### src/rtl/uart_loader_pkg.sv
// Shared definitions for the UART boot loader: UART register map, status bits,
// loader FSM states and the Wishbone request payload.
package uart_loader_pkg;

  localparam int unsigned AW = 24;
  localparam int unsigned DW = 16;
  localparam int unsigned BW = 8;

  localparam logic [AW-1:0] UART_STATUS = 24'd0;
  localparam logic [AW-1:0] UART_RXDATA = 24'd1;
  localparam logic [AW-1:0] UART_TXDATA = 24'd2;

  localparam int unsigned RX_AVAIL = 0;
  localparam int unsigned TX_NFULL = 1;

  typedef enum logic [3:0] {
    ST_IDLE,
    ST_HDR,
    ST_ADDR,
    ST_LEN,
    ST_DATA_HI,
    ST_DATA_LO,
    ST_MEM_WR,
    ST_ACK_POLL,
    ST_ACK_WR,
    ST_DONE
  } state_e;

  typedef struct packed {
    logic          we;
    logic [AW-1:0] adr;
    logic [DW-1:0] dat;
  } wb_req_t;

  // A frame is in progress in every state except the two waiting states.
  function automatic logic is_busy(input state_e s);
    return !((s == ST_IDLE) || (s == ST_HDR));
  endfunction

endpackage

### src/rtl/wb_single_master.sv
// One-request/one-ack Wishbone master: latches a request, holds cyc/stb and the
// payload stable until ack, then drops the cycle on the following edge.
module wb_single_master
  import uart_loader_pkg::*;
(
  input  logic          i_clk,
  input  logic          i_rst,
  input  logic          req_c,
  input  wb_req_t       req,
  input  logic          ack,
  output logic          cyc,
  output logic          stb,
  output logic          we,
  output logic [AW-1:0] adr,
  output logic [DW-1:0] dat,
  output logic          done_c
);

  logic    cyc_q, cyc_d;
  wb_req_t hold_q, hold_d;

  always_comb begin
    cyc_d  = cyc_q;
    hold_d = hold_q;
    if (cyc_q) begin
      if (ack) begin
        cyc_d     = 1'b0;
        hold_d.we = 1'b0;
      end
    end else if (req_c) begin
      cyc_d  = 1'b1;
      hold_d = req;
    end
  end

  always_ff @(posedge i_clk) begin
    if (i_rst) begin
      cyc_q  <= 1'b0;
      hold_q <= '0;
    end else begin
      cyc_q  <= cyc_d;
      hold_q <= hold_d;
    end
  end

  assign cyc    = cyc_q;
  assign stb    = cyc_q;
  assign we     = hold_q.we;
  assign adr    = hold_q.adr;
  assign dat    = hold_q.dat;
  assign done_c = cyc_q & ack;

endmodule

### src/rtl/uart_loader.sv
// UART boot loader: receives a header/address/length/data frame over a polled
// UART, writes the words to memory over Wishbone, then answers with ACK_BYTE.
module uart_loader
  import uart_loader_pkg::*;
#(
  parameter logic [7:0] HDR_BYTE = 8'hA5,
  parameter logic [7:0] ACK_BYTE = 8'h5A
) (
  input  logic          i_clk,
  input  logic          i_rst,
  input  logic          i_en,
  output logic          u_cyc,
  output logic          u_stb,
  output logic          u_we,
  output logic [AW-1:0] u_adr,
  output logic [DW-1:0] u_o_dat,
  input  logic [DW-1:0] u_i_dat,
  input  logic          u_ack,
  output logic          m_cyc,
  output logic          m_stb,
  output logic          m_we,
  output logic [AW-1:0] m_adr,
  output logic [DW-1:0] m_o_dat,
  input  logic          m_ack,
  output logic          o_busy,
  output logic          o_done
);

  state_e        state_q, state_d;
  logic          rd_data_q, rd_data_d;
  logic [1:0]    cnt_q, cnt_d;
  logic [AW-1:0] addr_q, addr_d;
  logic [DW-1:0] len_q, len_d;
  logic [BW-1:0] hi_q, hi_d;
  logic [BW-1:0] lo_q, lo_d;
  logic          busy_q, busy_d;
  logic          done_q, done_d;

  logic          u_req_c, m_req_c;
  wb_req_t       u_req, m_req;
  logic          u_done_c, m_done_c;
  logic          byte_vld_c;
  logic [BW-1:0] rx_byte_c;
  logic          unused_hi_c;

  assign unused_hi_c = ^u_i_dat[DW-1:BW];

  always_comb begin
    state_d    = state_q;
    rd_data_d  = rd_data_q;
    cnt_d      = cnt_q;
    addr_d     = addr_q;
    len_d      = len_q;
    hi_d       = hi_q;
    lo_d       = lo_q;
    u_req_c    = 1'b0;
    u_req      = '0;
    m_req_c    = 1'b0;
    m_req      = '{we: 1'b1, adr: addr_q, dat: {hi_q, lo_q}};
    byte_vld_c = 1'b0;
    rx_byte_c  = u_i_dat[BW-1:0];

    // Byte fetch: poll STATUS until RX_AVAIL, then exactly one RXDATA read.
    if (state_q inside {ST_HDR, ST_ADDR, ST_LEN, ST_DATA_HI, ST_DATA_LO}) begin
      if (!u_cyc) begin
        if ((state_q == ST_HDR) && !i_en) begin
          state_d   = ST_IDLE;
          rd_data_d = 1'b0;
        end else begin
          u_req_c   = 1'b1;
          u_req.adr = rd_data_q ? UART_RXDATA : UART_STATUS;
        end
      end else if (u_done_c) begin
        if (rd_data_q) begin
          rd_data_d  = 1'b0;
          byte_vld_c = 1'b1;
        end else begin
          rd_data_d = u_i_dat[RX_AVAIL];
        end
      end
    end

    case (state_q)
      ST_IDLE: begin
        if (i_en) state_d = ST_HDR;
      end
      ST_HDR: begin
        if (byte_vld_c && (rx_byte_c == HDR_BYTE)) begin
          state_d = ST_ADDR;
          cnt_d   = 2'd0;
        end
      end
      ST_ADDR: begin
        if (byte_vld_c) begin
          addr_d = {addr_q[AW-BW-1:0], rx_byte_c};
          if (cnt_q == 2'd2) begin
            cnt_d   = 2'd0;
            state_d = ST_LEN;
          end else begin
            cnt_d = cnt_q + 2'd1;
          end
        end
      end
      ST_LEN: begin
        if (byte_vld_c) begin
          len_d = {len_q[BW-1:0], rx_byte_c};
          if (cnt_q == 2'd1) begin
            cnt_d   = 2'd0;
            state_d = (len_d == '0) ? ST_ACK_POLL : ST_DATA_HI;
          end else begin
            cnt_d = cnt_q + 2'd1;
          end
        end
      end
      ST_DATA_HI: begin
        if (byte_vld_c) begin
          hi_d    = rx_byte_c;
          state_d = ST_DATA_LO;
        end
      end
      ST_DATA_LO: begin
        if (byte_vld_c) begin
          lo_d    = rx_byte_c;
          state_d = ST_MEM_WR;
        end
      end
      ST_MEM_WR: begin
        if (!m_cyc) begin
          m_req_c = 1'b1;
        end else if (m_done_c) begin
          addr_d  = addr_q + 24'd1;
          len_d   = len_q - 16'd1;
          state_d = (len_q == 16'd1) ? ST_ACK_POLL : ST_DATA_HI;
        end
      end
      ST_ACK_POLL: begin
        if (!u_cyc) begin
          u_req_c   = 1'b1;
          u_req.adr = UART_STATUS;
        end else if (u_done_c && u_i_dat[TX_NFULL]) begin
          state_d = ST_ACK_WR;
        end
      end
      ST_ACK_WR: begin
        if (!u_cyc) begin
          u_req_c   = 1'b1;
          u_req.we  = 1'b1;
          u_req.adr = UART_TXDATA;
          u_req.dat = DW'({8'h00, ACK_BYTE});
        end else if (u_done_c) begin
          state_d = ST_DONE;
        end
      end
      ST_DONE: begin
        state_d = i_en ? ST_HDR : ST_IDLE;
      end
      default: state_d = ST_IDLE;
    endcase

    busy_d = is_busy(state_d);
    done_d = (state_d == ST_DONE);
  end

  always_ff @(posedge i_clk) begin
    if (i_rst) begin
      state_q   <= ST_IDLE;
      rd_data_q <= 1'b0;
      cnt_q     <= 2'd0;
      addr_q    <= '0;
      len_q     <= '0;
      hi_q      <= '0;
      lo_q      <= '0;
      busy_q    <= 1'b0;
      done_q    <= 1'b0;
    end else begin
      state_q   <= state_d;
      rd_data_q <= rd_data_d;
      cnt_q     <= cnt_d;
      addr_q    <= addr_d;
      len_q     <= len_d;
      hi_q      <= hi_d;
      lo_q      <= lo_d;
      busy_q    <= busy_d;
      done_q    <= done_d;
    end
  end

  assign o_busy = busy_q;
  assign o_done = done_q;

  wb_single_master u_uart_wb (
    .i_clk  (i_clk),
    .i_rst  (i_rst),
    .req_c  (u_req_c),
    .req    (u_req),
    .ack    (u_ack),
    .cyc    (u_cyc),
    .stb    (u_stb),
    .we     (u_we),
    .adr    (u_adr),
    .dat    (u_o_dat),
    .done_c (u_done_c)
  );

  wb_single_master u_mem_wb (
    .i_clk  (i_clk),
    .i_rst  (i_rst),
    .req_c  (m_req_c),
    .req    (m_req),
    .ack    (m_ack),
    .cyc    (m_cyc),
    .stb    (m_stb),
    .we     (m_we),
    .adr    (m_adr),
    .dat    (m_o_dat),
    .done_c (m_done_c)
  );

endmodule

### config.mk
export PLATFORM = sky130hd
export DESIGN_NAME = uart_loader
export DESIGN_NICKNAME = d
export VERILOG_FILES = /design/src/rtl/uart_loader_pkg.sv /design/src/rtl/wb_single_master.sv /design/src/rtl/uart_loader.sv
export SDC_FILE = /design/constraint.sdc
export NUM_CORES = 1
export LEC_CHECK = 0
export ABC_AREA = 1
export CAP_MARGIN = 20
export CORE_MARGIN = 1.5
export CORE_UTILIZATION = 57
export DETAILED_ROUTE_END_ITERATION = 6
export PLACE_DENSITY = 0.89
export SLEW_MARGIN = 30
export SYNTH_ARGS = -nofsm -noshare
export SYNTH_HDL_FRONTEND = slang
export SYNTH_SLANG_ARGS = --single-unit
### constraint.sdc
create_clock -name i_clk -period 2.3 [get_ports i_clk]
set_input_delay 0.46 -clock i_clk [delete_from_list [all_inputs] [get_ports i_clk]]
set_output_delay 0.46 -clock i_clk [all_outputs]
set_load 0.01 [all_outputs]
==> metrics <==
ys async rst share 0%; post-synthesis sequential area ratio a little under two fifths; Chip Width 106 µm; worst-path fanout max 6; area delta synth->final 14.1%; Crit. End Element register; sw frac a little over a quarter; DRT iter0 DRCs 392; global-route wire length before repair 24.7 mm; CTS Buf Count 9; htree depth 3; GPL Wtd Cong 0.916; initial antenna violation count 0; Sequential Power Share roughly three fifths; pin count of the biggest net entering global routing 64; vias per cell 5.44; antenna-violating nets left 0; number of top-level pins 109; Setup TNS 0 ns; status finished, final reports clean; Final Hold Fails 0; ANT cells 0; pwr/cell area around 480 nW/µm²; share of post-route cells with drive strength above 1 ~7.3%; GR peak layer met2; clock sink total roughly 110; R2R cell count 10; clk root buf clkbuf_8; combinational share of power 5.4%; R2R Path Start addr_q[0]; critical path class register to register; P_sw 899 µW; Initial Util 58.5%; die area 11,200 µm²; grt met2 use between 40% and 50%; core area 10,300 µm²; GRT Overall Usage 26.4%; Clock power frac 36.5%; Max-cap violations 0; M1 GR Usage a little over a third; critical path launch point type register; Max IR drop VDD a little over 0.3 mV; number of core rows 37; Syn Inst Count 900; NumNets Final 974; Clock Pin Slew Worst Setup and Hold Paths 0.11 ns; worst hold path class register to register; CTS tree built; Vias between 5,000 and 6,000; Synth cell types 42; routing usage on met3 3.22%; synthesized area between 6000 and 7000 µm²; grt total ovfl 0; Warnings, synthesis 0; number of detailed-route iterations in the first pass 6; final WL 14.4 mm; cts hold-fix bufs 0; synthesis-stage register bit count about 110; Worst Path Arrival 2.26 ns; skew final 0.0192 ns; Residual DRC 0; Fmax achieved around 500 MHz; Setup Buffers After CTS 0; vias in the first global route 5,312; max-slew violation count 0; Primary FF master, synth dfxtp_1; reg2reg end addr_q[12]; worst hold path stage count 2; chip height ~110 µm; internal power 2.43 mW; post-layout util 66.8%; Longest Clk Path Bufs 2; setup slack, reg-to-reg between 0.2 and 0.3 ns; WP data required 2.56 ns; Clk Latency, worst-skew pair approximately 0.38 ns; WL/cell 13.2 µm; Tmin final 2.01 ns; Syn Area/Cell 6.68 µm²; CTS resizes 0; hold path startpoint hi_q[7]; Hold WS 0.453 ns; Hold Path End hi_q[7]; Final period util 87.2%; static leakage 2.60 nW; Final setup viols 0; dpl hpwl between 10 and 15 mm; Post-synth EDFFs 0; RSZ-0062 raised after global routing no; Port Buffers 66
[metal layers]
metal	wire length, µm	up-vias
met4	168	0
met3	928	20
met5	0	-
met1	6550	2714
li1	-	2974
met2	6740	222
[logic make-up (layout without fill, tap and decap cells)]
| family | count (synthesis) | after routing | share of synthesized area, % |
|---|---|---|---|
| other | 1 | 34 | 0.0624 |
| DFF | 111 | 111 | 37.0 |
| and+or+nand+nor | 410 | 410 | 29.8 |
| buffers and inverters | 171 | 192 | 13.8 |
| adders and majority gates | 4 | 4 | 0.832 |
| xor gates and xnor gates | 4 | 4 | 0.583 |
| AOI/OAI and AO/OA | 199 | 199 | 17.9 |
[flip-flops by register name (all words and copies together) (netlist names)]
| register | count |
|---|---|
| cnt_q | 2 |
| addr_q | 24 |
| o_busy | 1 |
| len_q | 16 |
| u_uart_wb.dat | 1 |
| rd_data_q | 1 |
| u_mem_wb.we | 1 |
| u_mem_wb.cyc | 1 |
| u_uart_wb.we | 1 |
| o_done | 1 |
| u_mem_wb.dat | 16 |
| hi_q | 8 |
| lo_q | 8 |
| u_mem_wb.adr | 24 |
| u_uart_wb.adr | 1 |
| u_uart_wb.cyc | 1 |
| state_q | 4 |
[synth_stat cells (all sizes together) (3+ instances only)]
master  count  share of area (%)
nand2     200                 13
a31oi       6               0.62
buf        61                6.9
ha          4               0.83
nand3b      3               0.37
xor2        3               0.44
dfxtp     111                 37
o21ai      71                6.2
nor3        8               0.67
nand4      12                1.2
clkbuf     19                1.2
inv        90                5.7
nand3      91                7.7
o22ai       3               0.31
nor2       93                6.3
a21oi     109                9.3
o211ai      4               0.58
[worst max-delay path by stage]
stage                              from    endpoint  cells after the start
after floorplan           u_uart_wb.cyc    len_q[1]                      8
after global placement            u_ack    len_q[5]                     10
after detailed placement          u_ack    len_q[5]                     10
after CTS                     addr_q[1]  addr_q[12]                     10
after global routing          addr_q[1]  addr_q[10]                     10
final                         addr_q[0]  addr_q[12]                     10
[critical path, stage by stage (launching register included)]
cell and delay, ns:
dfxtp_1 0.45, ha_1 0.20, nand2_1 0.09, nor2_2 0.24
inv_1 0.13, nor2_2 0.23, nand2_1 0.13, nor2_1 0.16
nand2_1 0.07, a21oi_1 0.13, nor3_1 0.06
[power groups by stage]
stage	registers (mW)	clock network [mW]	logic, mW
3_3_place_gp	1.98	0	0.175
6_report	1.93	1.21	0.180
5_1_grt	1.93	1.32	0.197
4_1_cts	1.93	1.22	0.177
3_5_place_dp	1.98	0	0.177
2_1_floorplan	1.98	0	0.152
[cells in the final DEF (no fill, tap or decap), types with 2 or more instances in the layout]
cell,count
inv_1,85
inv_8,2
nor2_4,3
nand3b_1,3
o21ai_0,57
buf_12,3
inv_2,4
o21ai_1,11
nor3_1,8
dfxtp_1,111
o31ai_1,2
or2_2,2
a21oi_1,105
inv_6,2
buf_4,16
nand4_1,12
nand2_1,190
o22ai_1,3
o21ai_2,2
clkdlybuf4s50_1,65
a21oi_2,4
o211ai_1,3
conb_1,34
ha_1,4
nand2_2,6
clkbuf_8,9
nor2_2,4
xor2_1,3
nand2_4,4
nor2_1,86
nand3_1,90
a31oi_1,6
[area by class of cell]
class | instances | area (µm²)
clock buffer | 9 | 124
clock inverter | 7 | 81.3
fill | 945 | 3420
inverter | 91 | 344
multi-input combinational | 651 | 3080
sequential | 111 | 2220
tap | 136 | 170
timing repair buffer | 85 | 836
[metrics by stage]
step / total power, mW / cell area, µm² / std cells / setup slack, ns
after detailed placement: 2.15 / 6660 / 1074 / 0.226
after global routing: 3.45 / 6860 / 1090 / 0.111
final: 3.33 / 6860 / 1090 / 0.295
after CTS: 3.33 / 6860 / 1090 / 0.330
after global placement: 2.15 / 6660 / 1074 / 0.263
after floorplan: 2.13 / 6140 / 933 / 0.726
No activity file was read; power rests on OpenSTA's default activity.
